===== config.mk =====
export PLATFORM = sky130hd
export DESIGN_NAME = vtx_stream_mgr
export DESIGN_NICKNAME = d
export VERILOG_FILES = /design/src/rtl/vtx_stream_mgr.sv
export SDC_FILE = /design/constraint.sdc
export NUM_CORES = 2
export LEC_CHECK = 0
export ABC_CLOCK_PERIOD_IN_PS = 5500
export CORE_MARGIN = 2
export CORE_UTILIZATION = 59
export CTS_BUF_LIST = sky130_fd_sc_hd__clkbuf_4 sky130_fd_sc_hd__clkbuf_8
export CTS_CLUSTER_DIAMETER = 80
export DETAILED_ROUTE_END_ITERATION = 12
export PLACE_DENSITY = 0.83
export SLEW_MARGIN = 40
export SYNTH_ARGS = -nofsm -noshare
export SYNTH_HDL_FRONTEND = slang
export SYNTH_SLANG_ARGS = --single-unit

===== constraint.sdc =====
create_clock -name iClock -period 5.5 [get_ports iClock]
set_input_delay 1.1 -clock iClock [delete_from_list [all_inputs] [get_ports iClock]]
set_output_delay 1.1 -clock iClock [all_outputs]
set_load 0.05 [all_outputs]

===== src/rtl/vtx_stream_mgr.sv =====
// Object/vertex streamer: reads an object header into a flat parameter bus, then
// prefetches vertices from memory into a small FIFO delivered with valid/ready.
module vtx_stream_mgr #(
   parameter int DATA_W     = 16,
   parameter int ADDR_W     = 22,
   parameter int NUM_PARAMS = 16,
   parameter int VTX_COMP   = 3,
   parameter int FIFO_DEPTH = 4,
   parameter int CNT_W      = 16
) (
   input  logic                           iClock,
   input  logic                           iReset,
   input  logic                           iStart,
   input  logic [ADDR_W-1:0]              iBaseAddr,
   input  logic [CNT_W-1:0]               iVtxCount,
   output logic [ADDR_W-1:0]              oAddress,
   output logic                           oValidRequest,
   output logic                           oWrite,
   input  logic [DATA_W-1:0]              iData,
   input  logic                           iValidRead,
   output logic [NUM_PARAMS*DATA_W-1:0]   oParams,
   output logic                           oInitObj,
   output logic [VTX_COMP*DATA_W-1:0]     oVertex,
   output logic                           oVtxValid,
   input  logic                           iVtxReady,
   output logic                           oBusy,
   output logic                           oDone
);

   localparam int PIDX_W = (NUM_PARAMS > 1) ? $clog2(NUM_PARAMS) : 1;
   localparam int CIDX_W = (VTX_COMP > 1) ? $clog2(VTX_COMP) : 1;
   localparam int PTR_W  = $clog2(FIFO_DEPTH);
   localparam int FCNT_W = PTR_W + 1;
   localparam logic [PIDX_W-1:0] LAST_PARAM = PIDX_W'(NUM_PARAMS - 1);
   localparam logic [CIDX_W-1:0] LAST_COMP  = CIDX_W'(VTX_COMP - 1);
   localparam logic [FCNT_W-1:0] DEPTH      = FCNT_W'(FIFO_DEPTH);

   typedef enum logic [2:0] {IDLE, HDR_REQ, HDR_WAIT, VTX_REQ, VTX_WAIT, DRAIN, DONE} state_t;

   state_t                        state, state_n;
   logic [ADDR_W-1:0]             ptr;
   logic [CNT_W-1:0]              vtx_total, vtx_fetched;
   logic [PIDX_W-1:0]             param_idx;
   logic [CIDX_W-1:0]             comp_idx;
   logic [NUM_PARAMS*DATA_W-1:0]  shadow, shadow_n;
   logic [VTX_COMP*DATA_W-1:0]    stage, stage_n, head_n;
   logic [VTX_COMP*DATA_W-1:0]    fifo_mem [FIFO_DEPTH];
   logic [PTR_W-1:0]              wr_ptr, rd_ptr, rd_ptr_n;
   logic [FCNT_W-1:0]             fifo_cnt, fifo_cnt_n;
   logic                          start, issue, cap_hdr, cap_vtx, hdr_last, push, pop;

   assign oWrite   = 1'b0;
   assign hdr_last = cap_hdr && (param_idx == LAST_PARAM);
   assign push     = cap_vtx && (comp_idx == LAST_COMP);
   assign pop      = oVtxValid && iVtxReady;

   always_ff @(posedge iClock) begin
      if (iReset) state <= IDLE;
      else        state <= state_n;
   end

   // NOTE: every variable gets a default before the case so no path leaves it unassigned (no latches).
   always_comb begin
      state_n = state;
      start   = 1'b0;
      issue   = 1'b0;
      cap_hdr = 1'b0;
      cap_vtx = 1'b0;
      case (state)
         IDLE:     if (iStart) begin
                      start   = 1'b1;
                      state_n = HDR_REQ;
                   end
         HDR_REQ:  begin
                      issue   = 1'b1;
                      state_n = HDR_WAIT;
                   end
         // The cycle oInitObj is high is spent here deciding where to go next.
         HDR_WAIT: if (oInitObj) begin
                      state_n = (vtx_total == '0) ? DONE : VTX_REQ;
                   end else if (iValidRead) begin
                      cap_hdr = 1'b1;
                      if (param_idx != LAST_PARAM) state_n = HDR_REQ;
                   end
         VTX_REQ:  if (fifo_cnt < DEPTH) begin
                      issue   = 1'b1;
                      state_n = VTX_WAIT;
                   end
         VTX_WAIT: if (iValidRead) begin
                      cap_vtx = 1'b1;
                      if (comp_idx == LAST_COMP && vtx_fetched + CNT_W'(1) == vtx_total)
                         state_n = DRAIN;
                      else
                         state_n = VTX_REQ;
                   end
         DRAIN:    if (fifo_cnt == '0) state_n = DONE;
         DONE:     state_n = IDLE;
         default:  state_n = IDLE;
      endcase
   end

   always_comb begin
      shadow_n = shadow;
      shadow_n[param_idx*DATA_W +: DATA_W] = iData;
      stage_n  = stage;
      stage_n[comp_idx*DATA_W +: DATA_W] = iData;
      fifo_cnt_n = fifo_cnt + FCNT_W'(push) - FCNT_W'(pop);
      rd_ptr_n   = rd_ptr + PTR_W'(pop);
      // Bypass when the entry being pushed becomes the head in the same edge.
      head_n = (push && fifo_cnt == FCNT_W'(pop)) ? stage_n : fifo_mem[rd_ptr_n];
   end

   // NOTE: sequential state uses non-blocking assignments so all registers update together.
   always_ff @(posedge iClock) begin
      if (iReset) begin
         ptr           <= '0;
         oAddress      <= '0;
         oValidRequest <= 1'b0;
         vtx_total     <= '0;
         vtx_fetched   <= '0;
         param_idx     <= '0;
         comp_idx      <= '0;
         shadow        <= '0;
         oParams       <= '0;
         oInitObj      <= 1'b0;
         stage         <= '0;
         oBusy         <= 1'b0;
         oDone         <= 1'b0;
      end else begin
         oValidRequest <= issue;
         oInitObj      <= hdr_last;
         oDone         <= (state == DONE);
         if (start) begin
            ptr         <= iBaseAddr;
            vtx_total   <= iVtxCount;
            vtx_fetched <= '0;
            param_idx   <= '0;
            comp_idx    <= '0;
            oBusy       <= 1'b1;
         end
         if (state == DONE) oBusy <= 1'b0;
         if (issue) begin
            oAddress <= ptr;
            ptr      <= ptr + 1'b1;
         end
         if (cap_hdr) begin
            shadow    <= shadow_n;
            param_idx <= hdr_last ? '0 : param_idx + 1'b1;
         end
         if (hdr_last) oParams <= shadow_n;
         if (cap_vtx) begin
            stage    <= stage_n;
            comp_idx <= push ? '0 : comp_idx + 1'b1;
         end
         if (push) vtx_fetched <= vtx_fetched + 1'b1;
      end
   end

   // NOTE: the FIFO storage is not reset; the pointers and count alone define which entries are live.
   always_ff @(posedge iClock) begin
      if (push) fifo_mem[wr_ptr] <= stage_n;
   end

   always_ff @(posedge iClock) begin
      if (iReset) begin
         wr_ptr    <= '0;
         rd_ptr    <= '0;
         fifo_cnt  <= '0;
         oVtxValid <= 1'b0;
         oVertex   <= '0;
      end else begin
         if (push) wr_ptr <= wr_ptr + 1'b1;
         rd_ptr    <= rd_ptr_n;
         fifo_cnt  <= fifo_cnt_n;
         oVtxValid <= (fifo_cnt_n != '0);
         if (fifo_cnt_n != '0) oVertex <= head_n;
      end
   end

endmodule


==> out/metrics.csv <==
stage,metric,value,unit
sta,min Tclk post-route,4.22,ns
synthesis,largest area contributor in the netlist,dfxtp_1,
synthesis,Synth top area share,37.7,%
setup_path,Worst path max stage delay,0.55,ns
setup_path,CP max FO,97,
setup_path,crit-path cells,clkdlybuf4s50_1 -> nor4bb_4 -> and2_1 -> buf_4 -> inv_1 -> ha_1 -> inv_1 -> ha_1 -> inv_1 -> fa_1 -> xor2_1 -> xnor2_1 -> nand3b_1 -> buf_12 -> o211ai_1 -> o21ai_0 -> nor2_1,
drt,routed via count,30700,
synthesis,most frequent cells after synthesis,"nor2_1, dfxtp_1, a21oi_1, nand2_1, a211oi_1",
synthesis,Syn. warnings,0,
setup_path,critical path depth,17,
cells_and_area,Fill cells,4606,
synthesis,Mapped Nets,4087,
global_routing,vias in the first global route,28700,
cts,Post-CTS Hold Fix Bufs,0,
sta,Clock Skews,0.0385,ns
sta,Worst-Margin Slew,0.938,ns
cells_and_area,Layout area overhead,19.6,%
sta,Final period util,76.6,%
power_and_ir_drop,pwr/cell area,373,nW/um^2
power_and_ir_drop,worst vdd ir,0.000381,V
sta,Fmax,237,MHz
drt,DRT antenna net count,0,
global_routing,first-pass GRT wire length,162000,microns
cts,clock buffer depth,3,
synthesis,Synth Register Bits,897,
cts,clk_lat worst skew,0.81,ns
cts,CTS tree,yes,
synthesis,Mapped Area,37400,sq um
setup_path,CP Launch Point,iValidRead,
cts,Root Driver,clkbuf_8,
drt,routed len/inst,20.0,microns
drt,drt total wl,104000,microns
setup_path,number of buffer and inverter stages on the critical path,6,
cells_and_area,nets,4329,
cells_and_area,layout cell share with drive strength beyond 1,9.84,%
floorplanning,Rows,92,
global_routing,initial antenna violation count,3,
setup_path,endpoint class of the critical path,flip-flop,
cts,post_cts resized,0,
setup_path,Critical-path top delay cell,clkdlybuf4s50_1,
global_routing,pin count of the biggest net entering global routing,137,
synthesis,Cell variety after synth,78,
cells_and_area,register area,19900,sq um
sta,max_slew headroom,37.2,%
setup_path,FF-to-FF Start,comp_idx[0],
setup_path,WS Path Type,in -> reg,
synthesis,ys async rst share,0,%
floorplanning,I/O pins,391,
synthesis,Post-synth top flop,dfxtp_1,
synthesis,part of the Yosys area used for sequential elements,53.1,%
sta,Total Neg Setup Slack,0,ns
sta,Final Hold Vio Count,0,
setup_path,CP required,6.16,ns
setup_path,Top delay family on crit path,buffers and inverters,
floorplanning,height of the die,256,microns
floorplanning,Core Footprint,62900,sq um
synthesis,Syn Area/Cell,9.34,sq um
drt,Via density,5.90,
setup_path,CP Launch Type,primary input,
status,status,finished clean,
synthesis,most common cell in the netlist,nor2_1,
global_routing,all-layer global routing usage,31.1,%
setup_path,FF-to-FF path depth,17,
setup_path,CP Capture Point,oVertex[6],
drt,1st-iter DRT viols,3250,
synthesis,synth top area cells,"dfxtp_1, edfxtp_1, nor2_1",
place,RePlAce Congestion,0.877,
synthesis,Syn Inst Count,4010,
sta,worst setup margin,1.28,ns
global_routing,grt total ovfl,0,
cts,clock-pin slew on the worst setup and hold paths,0.06,ns
cts,clk sink count,897,
cts,postcts setup bufs,0,
cells_and_area,Multi-input gate area,15900,sq um
sta,# setup viols final,0,
setup_path,FF-to-FF End,oVertex[6],
setup_path,worst reg-to-reg setup slack,1.32,ns
synthesis,Post-synth EDFFs,192,
drt,remaining routing DRC violations,0,
floorplanning,DIE AREA,65500,sq um
worst_hold_path,Worst Hold Class,reg -> reg,
setup_path,WP data arrival,4.88,ns
cts,CTS buffer count,143,
place,DP Worst Slack,0.546,ns
flow_run,Max Cap Viol,0,
setup_path,CP dominant cell by count,inv_1,
floorplanning,Die Width,256,microns
sta,RSZ-0062 raised after global routing,false,
place,HPWL after DPL,66100,microns
sta,max-slew violation count,0,
drt,Initial DRT Pass Iterations,6,
cts,number of H-tree levels,4,
place,IO buf count,389,
power_and_ir_drop,Leak,15.0,nW
floorplanning,starting density of the core,59.6,%
## metal layers
metal / share of wire, % / track usage (%) / vias up
met2: 46 / 49.0 / 1433
met4: 4.8 / 16.3 / 0
li1: - / - / 14500
met5: 0 / 0 / -
met3: 8.9 / 5.59 / 298
met1: 40 / 41.1 / 14500
## sequential cells by signal (all words and copies together), names as in the netlist
name	count
param_idx	4
oBusy	1
oInitObj	1
rd_ptr	2
fifo_mem	192
ptr	22
oValidRequest	1
state	3
oVertex	48
shadow	256
stage	48
wr_ptr	2
oParams	256
oAddress	22
oVtxValid	1
comp_idx	2
fifo_cnt	3
vtx_fetched	16
oDone	1
vtx_total	16
## stage by stage
step | utilization, % | cells | total power [mW] | cell area [sq um] | hold WS [ns]
final | 71.3 | 5210 | 16.7 | 44800 | 0.452
after global routing | 71.2 | 5209 | 17.3 | 44800 | 0.468
after CTS | 71.2 | 5206 | 16.7 | 44800 | 0.454
after detailed placement | 66.4 | 4952 | 10.7 | 41700 | 0.446
after global placement | 66.2 | 4946 | 10.6 | 41600 | 0.441
after floorplan | - | 4010 | 9.72 | 37400 | 0.436
## layout make-up
| type | instances | area share [%] |
|---|---|---|
| well taps | 846 | 2.36 |
| inverters | 67 | 0.562 |
| repair buffers | 455 | 10.3 |
| flip-flops and latches | 897 | 44.4 |
| clock inverters | 23 | 0.461 |
| clock buffers | 231 | 6.35 |
| multi-input cells | 2688 | 35.5 |
| diodes | 3 | 0.0168 |
## worst min-delay path, cell delays in order, from the launching register on
cell	delay, ns
dfxtp_1	0.31
nand2_1	0.05
a21oi_1	0.05
## where the power goes
| part | leakage (nW) | total (mW) | switching, mW | internal [mW] |
|---|---|---|---|---|
| clock | 1.61 | 6.03 | 2.67 | 3.37 |
| sequential | 7.41 | 7.35 | 0.311 | 7.04 |
| combinational | 5.94 | 3.31 | 2.12 | 1.19 |
| total | 15.0 | 16.7 | 5.10 | 11.6 |
## logic make-up after synthesis
family | share of synthesized area (%)
mux | 8.10
buf+inv | 4.86
fa+ha+maj | 0.622
xor+xnor | 0.702
compound gates | 15.5
other cells | 0.0100
simple gates | 17.1
flops | 53.1
## how the worst min path moves through the flow
stage,from,end,slack [ns],depth (start not counted)
4_1_cts,shadow[248],shadow[248],0.45,2
6_report,ptr[21],oAddress[21],0.45,2
3_5_place_dp,shadow[250],shadow[250],0.45,2
5_1_grt,shadow[107],shadow[107],0.47,2
2_1_floorplan,shadow[100],shadow[100],0.44,2
3_3_place_gp,shadow[203],shadow[203],0.44,2
## cell usage in the layout, fill, tap and decap left out, types with 52 or more instances in the layout
master / Yosys / routed
a211oi_1: 298 / 296
a21oi_1: 441 / 441
clkbuf_4: 0 / 54
clkbuf_8: 0 / 177
clkdlybuf4s50_1: 0 / 385
dfxtp_1: 705 / 704
edfxtp_1: 192 / 192
inv_1: 67 / 67
mux2i_1: 195 / 195
nand2_1: 366 / 362
nand3_1: 74 / 71
nor2_1: 799 / 796
nor2b_1: 52 / 52
No activity file was read; power rests on OpenSTA's default activity.
